## src/rtl/wb_writeback_pkg.sv

```systemverilog
// Shared definitions for the write-back stage: write-data select codes,
// FSM state encoding and the load-classification helper.
package wb_writeback_pkg;

    // Write-data select codes carried with each retiring instruction.
    localparam logic [1:0] RF_WSEL_ALUC = 2'd0;
    localparam logic [1:0] RF_WSEL_RDO  = 2'd1;
    localparam logic [1:0] RF_WSEL_PC4  = 2'd2;
    localparam logic [1:0] RF_WSEL_EXT  = 2'd3;

    // Write-back sequencer states.
    typedef enum logic [1:0] {
        WB_IDLE  = 2'd0,
        WB_REQ   = 2'd1,
        WB_WAIT  = 2'd2,
        WB_WRITE = 2'd3
    } wb_state_e;

    // An instruction needs DRAM only when it both writes the RF and selects read data.
    function automatic logic wb_is_load(input logic rf_we, input logic [1:0] wsel);
        return rf_we && (wsel == RF_WSEL_RDO);
    endfunction

endpackage

```

## src/rtl/wb_writeback.sv

```systemverilog
// Write-back stage: accepts one retiring instruction at a time from execute,
// fetches load data from DRAM when needed and drives the single RF write port.
// The pending destination register is exposed so decode can stall on RAW hazards.
module wb_writeback
    import wb_writeback_pkg::*;
#(
    parameter int DW = 32,
    parameter int RW = 5
) (
    input  logic          clk,
    input  logic          rst,
    input  logic          in_valid,
    output logic          in_ready,
    input  logic          in_rf_we,
    input  logic [1:0]    in_rf_wsel,
    input  logic [RW-1:0] in_rd,
    input  logic [DW-1:0] in_aluc,
    input  logic [DW-1:0] in_pc4,
    input  logic [DW-1:0] in_ext,
    output logic          dram_re,
    output logic [DW-1:0] dram_addr,
    input  logic          dram_gnt,
    input  logic          dram_rvalid,
    input  logic [DW-1:0] dram_rdo,
    output logic          rf_we,
    output logic [RW-1:0] rf_wr,
    output logic [DW-1:0] rf_wd,
    output logic [RW-1:0] busy_rd
);

    wb_state_e     r_state;
    wb_state_e     w_state_nxt;

    // Fields of the accepted instruction still needed after the accept cycle.
    logic [RW-1:0] r_rd;
    logic          r_we;
    logic [DW-1:0] r_aluc;

    // Registered outputs and their next values.
    logic          r_dram_re;
    logic [DW-1:0] r_dram_addr;
    logic          r_rf_we;
    logic [RW-1:0] r_rf_wr;
    logic [DW-1:0] r_rf_wd;
    logic          w_dram_re_nxt;
    logic [DW-1:0] w_dram_addr_nxt;
    logic          w_rf_we_nxt;
    logic [RW-1:0] w_rf_wr_nxt;
    logic [DW-1:0] w_rf_wd_nxt;

    logic          w_accept;
    logic          w_load;
    logic          w_dram_done;
    logic [DW-1:0] w_mux_data;

    assign in_ready    = (r_state == WB_IDLE);
    assign w_accept    = in_valid && in_ready;
    assign w_load      = wb_is_load(in_rf_we, in_rf_wsel);
    // Read data is taken on rvalid, either together with the grant or later while waiting.
    assign w_dram_done = ((r_state == WB_REQ) && dram_gnt && dram_rvalid) ||
                         ((r_state == WB_WAIT) && dram_rvalid);

    assign dram_re   = r_dram_re;
    assign dram_addr = r_dram_addr;
    assign rf_we     = r_rf_we;
    assign rf_wr     = r_rf_wr;
    assign rf_wd     = r_rf_wd;

    // Non-load write data is selected at accept so WRITE follows one cycle later.
    always_comb begin
        // NOTE: every combinational output gets a default first so no path infers a latch.
        w_mux_data = in_aluc;
        case (in_rf_wsel)
            RF_WSEL_ALUC: w_mux_data = in_aluc;
            RF_WSEL_PC4:  w_mux_data = in_pc4;
            RF_WSEL_EXT:  w_mux_data = in_ext;
            default:      w_mux_data = in_aluc;
        endcase
    end

    // State register and registered outputs; reset drops any in-flight load.
    always_ff @(posedge clk or negedge rst) begin
        if (!rst) begin
            r_state     <= WB_IDLE;
            r_dram_re   <= 1'b0;
            r_dram_addr <= '0;
            r_rf_we     <= 1'b0;
            r_rf_wr     <= '0;
            r_rf_wd     <= '0;
        end else begin
            // NOTE: sequential state uses non-blocking assignments so every register samples pre-edge values.
            r_state     <= w_state_nxt;
            r_dram_re   <= w_dram_re_nxt;
            r_dram_addr <= w_dram_addr_nxt;
            r_rf_we     <= w_rf_we_nxt;
            r_rf_wr     <= w_rf_wr_nxt;
            r_rf_wd     <= w_rf_wd_nxt;
        end
    end

    // Capture the instruction fields needed beyond the accept cycle.
    always_ff @(posedge clk or negedge rst) begin
        if (!rst) begin
            r_rd   <= '0;
            r_we   <= 1'b0;
            r_aluc <= '0;
        end else if (w_accept) begin
            r_rd   <= in_rd;
            r_we   <= in_rf_we;
            r_aluc <= in_aluc;
        end
    end

    // Next-state logic: loads go through DRAM, everything else straight to WRITE.
    always_comb begin
        w_state_nxt = r_state;
        case (r_state)
            WB_IDLE: begin
                if (w_accept) begin
                    w_state_nxt = w_load ? WB_REQ : WB_WRITE;
                end
            end
            WB_REQ: begin
                if (dram_gnt) begin
                    w_state_nxt = dram_rvalid ? WB_WRITE : WB_WAIT;
                end
            end
            WB_WAIT: begin
                if (dram_rvalid) begin
                    w_state_nxt = WB_WRITE;
                end
            end
            WB_WRITE: w_state_nxt = WB_IDLE;
            default:  w_state_nxt = WB_IDLE;
        endcase
    end

    // Output logic: next values of the registered outputs, plus the hazard index.
    always_comb begin
        w_dram_re_nxt   = 1'b0;
        w_dram_addr_nxt = '0;
        w_rf_we_nxt     = 1'b0;
        w_rf_wr_nxt     = '0;
        w_rf_wd_nxt     = '0;
        busy_rd         = '0;

        if ((r_state != WB_IDLE) && r_we) begin
            busy_rd = r_rd;
        end

        case (r_state)
            WB_IDLE: begin
                if (w_accept) begin
                    if (w_load) begin
                        w_dram_re_nxt   = 1'b1;
                        w_dram_addr_nxt = in_aluc;
                    end else begin
                        // Register 0 is hard-wired; the write is suppressed, not the sequence.
                        w_rf_we_nxt = in_rf_we && (in_rd != '0);
                        w_rf_wr_nxt = in_rd;
                        w_rf_wd_nxt = w_mux_data;
                    end
                end
            end
            WB_REQ: begin
                // Request and address stay put until DRAM grants.
                if (!dram_gnt) begin
                    w_dram_re_nxt   = 1'b1;
                    w_dram_addr_nxt = r_aluc;
                end
            end
            default: ;
        endcase

        if (w_dram_done) begin
            w_rf_we_nxt = r_we && (r_rd != '0);
            w_rf_wr_nxt = r_rd;
            w_rf_wd_nxt = dram_rdo;
        end
    end

endmodule

```

## config.mk

```make
export PLATFORM = sky130hd
export DESIGN_NAME = wb_writeback
export DESIGN_NICKNAME = d
export VERILOG_FILES = /design/src/rtl/wb_writeback_pkg.sv /design/src/rtl/wb_writeback.sv
export SDC_FILE = /design/constraint.sdc
export NUM_CORES = 1
export LEC_CHECK = 0
export ABC_AREA = 1
export CORE_MARGIN = 3
export CORE_UTILIZATION = 48
export CTS_BUF_LIST = sky130_fd_sc_hd__clkbuf_2
export DETAILED_ROUTE_END_ITERATION = 8
export GPL_TIMING_DRIVEN = 0
export HOLD_SLACK_MARGIN = 0.08
export PLACE_DENSITY = 0.89
export SKIP_LAST_GASP = 1
export SYNTH_ARGS = -nofsm -noshare
export SYNTH_HDL_FRONTEND = slang
export SYNTH_SLANG_ARGS = --single-unit
```

## constraint.sdc

```tcl
create_clock -name clk -period 4.4 [get_ports clk]
set_clock_uncertainty 0.2 [all_clocks]
set_input_delay 0.88 -clock clk [delete_from_list [all_inputs] [get_ports clk]]
set_output_delay 0.88 -clock clk [all_outputs]
set_load 0.02 [all_outputs]
```

### Yosys cells after proc, flatten, opt, wreduce, memory -nomap -nowiden

Cells that the tools add are included.

* output and inout port bits: 77
* input port bits: 141
* register bits after elaboration: 111

* mux-type cells: 28
* equal/unequal tests: 9
* reductions and logical operators: 14

Operator list (number)
* two-way mux 32 bit: 7
* case mux 32 bit (2 select lines): 2
* two-way mux 5 bit: 5
* nonzero test 5 bit: 2
* == test 2 bit (second input constant): 4
* logical AND 1 bit: 8
* two-way mux 1 bit: 8
* two-way mux 2 bit: 4
* case mux 2 bit (4 select lines): 1
* == test 2 x 1 -> 1 bit (second input constant): 2
* != test 2 bit (second input constant): 2
* AND reduction 3 bit: 1
* zero test 2 bit: 1
* != test 2 x 1 -> 1 bit (second input constant): 1
* case mux 1 bit (2 select lines): 1
* nonzero test 2 bit: 1
* logical OR 1 bit: 1

### Depth between registers and ports, before layout

* depth after elaboration: 6
* mapped depth: 10

### Worst setup path before layout

Ideal clock, no wire load.

* path type: reg-to-output
* start: register r_state[0]
* end: output busy_rd[0]
* cell stages (with the launch flop): 6
* path slack: 2020 ps
* required time: 3320 ps
* buffers on the path: 0
* data arrival time: 1300 ps
* cell sequence: dfrtp_1 -> inv_1 -> ha_1 -> inv_1 -> nand2_1 -> nor2_1

* longest elaborated chain between the ends: 3

RTL lines
* from (decl): RTL line wb_writeback.sv:31 `wb_state_e r_state;`
* from (signal assigned): RTL line wb_writeback.sv:92 `r_state <= w_state_nxt;`
* nonzero test 2 bit: RTL line wb_writeback.sv:147 `if ((r_state != WB_IDLE) && r_we) begin`
* logical AND 1 bit: RTL line wb_writeback.sv:147
* two-way mux 5 bit: RTL line wb_writeback.sv:147
* to (decl): RTL line wb_writeback.sv:28 `output logic [RW-1:0] busy_rd`

Every way passes these cells.

### Worst setup path in the final report

* start: register r_state[0]
* end: output busy_rd[4]

The elaborated chain is that of the path after synthesis.

==> impl_metrics.csv <==
group,metric,value,unit
yosys,synth.ff_latch_count,111,
timing,fin_ws,826,ps
yosys,synth.avg_cell_area,7.97,µm²
die,floorplan.io_pins,218,
die,die_height,110,µm
worst_setup_path,worst_ep_arrival_time,2490,ps
yosys,synth_area,5200,µm²
worst_setup_path,cp_max_fo,5,
detailed_routing,initialDrtViolationCount,261,
yosys,synth.lib_cells_used.distinct,22,
timing,finalMaxSlewViolations,0,
worst_setup_path,critPathKind,"flop to primary output",
min_path,hold_class,"primary input to async pin",
timing,max_clock_freq,280,MHz
detailed_routing,detail_route.wl_per_cell,15.6,µm
clocking,cts_tree,"yes",
placement,placed_cells_incl_taps,1007,
detailed_routing,drcViolationCount,0,
cells_and_area,postLayoutCellArea,7700,µm²
worst_setup_path,setup.worst_path.start,"r_state[0]",
clocking,cts_buffer_depth,2,
yosys,synth-warning-count,0,
worst_setup_path,worstPathRequired,3320,ps
timing,setup_violations,0,
detailed_routing,viasPerCell,4.98,
die,core_box_area,10400,µm²
cells_and_area,final_non_filler_cells,1023,
yosys,yosysSeqAreaShare,53.4,%
placement,place_hpwl,12.3,mm
placement,gp_congestion,0.854,
timing,worstMarginPinSlew,697,ps
clocking,htree_num_levels,3,
clocking,post_cts_resize_count,0,
die,area_of_the_die,12100,µm²
run,max_cap_viol_count,0,
detailed_routing,num_vias,5092,
yosys,postSynthNetCount,797,
cells_and_area,post_route_cells_drive_above_1_share,7.33,%
timing,unrepaired_setup_endpoints_after_global_routing,"no",
placement,io_buffer_count,217,
clocking,clkSlewWorstSetupHoldPaths,300,ps
clocking,cts_buffers,9,
worst_setup_path,cp-start-kind,"flop",
global_routing,grt_first_pass_wirelength,24.7,mm
yosys,synth_enable_flop_cells,0,
worst_setup_path,reg2reg_from,"r_state[0]",
cells_and_area,antenna_cells,0,
yosys,synthArstFlopShare,100,%
clocking,cts_sinks,111,
pwr,power.static_leakage,3.80,nW
detailed_routing,dr.pass1.iters,4,
detailed_routing,wirelength,16.0,mm
yosys,netlist_instances,653,
global_routing,track_usage,26.3,%
run_status,outcome,"completed",
timing,final_period_minus_worst_setup_slack,3570,ps
pwr,power.ir.vdd_worst,0.304,mV
timing,timing_hold_violations_final,0,
global_routing,grt_remaining_overflow,0,
die,start_util,49.9,%
clocking,postCtsHoldBufs,0,
placement,post_dp_cell_area,7570,µm²
pwr,power,3.66,mW
global_routing,number_of_antenna_violations_at_the_first_check_in_global_routing,0,
cells_and_area,post_layout_net_count,1026,
clocking,clock_insertion_delay_worst_skew,580,ps
global_routing,grt_max_degree,59,
yosys,synth-main-ff-cell,"dfrtp_1",
timing,finalCritPeriodShare,81.2,%
detailed_routing,ant_nets,0,
clocking,clockRootBuffer,"clkbuf_2",
clocking,postCtsSetupRepairBufs,0,
cells_and_area,synthToLayoutAreaGrowth,48.1,%
placement,place_ws,1530,ps
timing,worst_slew_margin_rel,53.5,%
timing,final.setup.tns,0,ps
worst_setup_path,setup.worst_path.end_class,"primary output",
die,die_w,110,µm
pwr,power_per_cell_area,475,nW/µm²
die,floorplan.rows,37,
global_routing,grt_pass1_vias,5077,
-- where the power goes --
group | internal, mW | switching, mW
logic | 0.709 | 0.946
registers | 1.36 | 0.122
clock network | 0.182 | 0.335
total | 2.25 | 1.40
-- flip-flops by register name, indices dropped and copies added (netlist names) --
register   cells
r_we           1
rf_wr          5
rf_we          1
r_state        2
r_aluc        32
dram_re        1
dram_addr     32
r_rd           5
rf_wd         32
-- cell families (layout without fill, tap and decap cells) --
| group | count (synthesis) | after routing | share of synthesized area [%] |
|---|---|---|---|
| compound gates | 77 | 77 | 8.23 |
| fa+ha+maj | 3 | 3 | 0.722 |
| buf+inv | 114 | 348 | 9.38 |
| flops | 111 | 111 | 53.4 |
| simple gates | 348 | 348 | 28.3 |
-- cell usage after synthesis (2+ instances only) --
library cell | count | area, µm²
or2_2 | 21 | 131
o21ai_0 | 44 | 220
nand3_1 | 37 | 185
or2_1 | 11 | 68.8
clkbuf_2 | 2 | 10.0
nand2_1 | 198 | 743
buf_2 | 15 | 75.1
dfrtp_1 | 111 | 2780
nor2_1 | 74 | 278
buf_6 | 5 | 56.3
clkbuf_1 | 12 | 45.0
nand2_2 | 2 | 12.5
inv_1 | 79 | 297
o22ai_1 | 32 | 200
ha_1 | 3 | 37.5
-- critical path, stage by stage, from the launching register on --
cell and delay [ps]:
dfrtp_1 490, inv_1 100, ha_1 280, inv_1 140
nand2_1 140, nor2_1 140, clkdlybuf4s50_1 620
-- worst paths after layout --
| kind | end | slack (ps) | cells after the start |
|---|---|---|---|
| min in group clk | rf_wr[4] | 340 | 2 |
| min | rf_wd[29] | 90 | 1 |
| min reg2reg | rf_wr[4] | 340 | 2 |
| max | busy_rd[4] | 830 | 6 |
| max reg2reg | r_aluc[19] | 2320 | 7 |
| max in group asynchronous | dram_addr[31] | 3170 | 2 |
-- per-stage QoR --
stage / util (%) / hold slack (ps)
after floorplan: - / 266
after global placement: 72.4 / 286
after detailed placement: 72.7 / 305
after CTS: 73.9 / 121
after global routing: 73.9 / 120
final: 73.9 / 91.3
-- layout by cell type (no fill, tap or decap), drive strengths merged --
| cell | Yosys | routed |
|---|---|---|
| buf | 20 | 22 |
| bufinv | 0 | 2 |
| clkbuf | 14 | 23 |
| clkdlybuf4s50 | 0 | 216 |
| clkinv | 1 | 4 |
| clkinvlp | 0 | 2 |
| dfrtp | 111 | 111 |
| ha | 3 | 3 |
| inv | 79 | 79 |
| nand2 | 201 | 201 |
| nand3 | 38 | 38 |
| nand4 | 1 | 1 |
| nor2 | 75 | 75 |
| nor3 | 1 | 1 |
| o211ai | 1 | 1 |
| o21ai | 44 | 44 |
| o22ai | 32 | 32 |
| or2 | 32 | 32 |
-- routing by layer --
| layer | vias up | global-route usage [%] | wire length, µm |
|---|---|---|---|
| met3 | 31 | 4.25 | 1220 |
| met4 | 0 | 8.80 | 401 |
| met1 | 2390 | 32.0 | 6240 |
| li1 | 2470 | - | - |
| met5 | - | 0 | 0 |
| met2 | 201 | 47.3 | 8110 |
-- final cells by class --
class                           instances  area [µm²]
Buffer                                 34         186
Clock buffer                            9        45.0
Tap cell                              136         170
Inverter                               80         302
Timing Repair Buffer                  218        2200
Sequential cell                       111        2780
Clock inverter                          7        87.6
Fill cell                             817        2710
Multi-Input combinational cell        428        1940
Power figures use the tool's default switching activity.
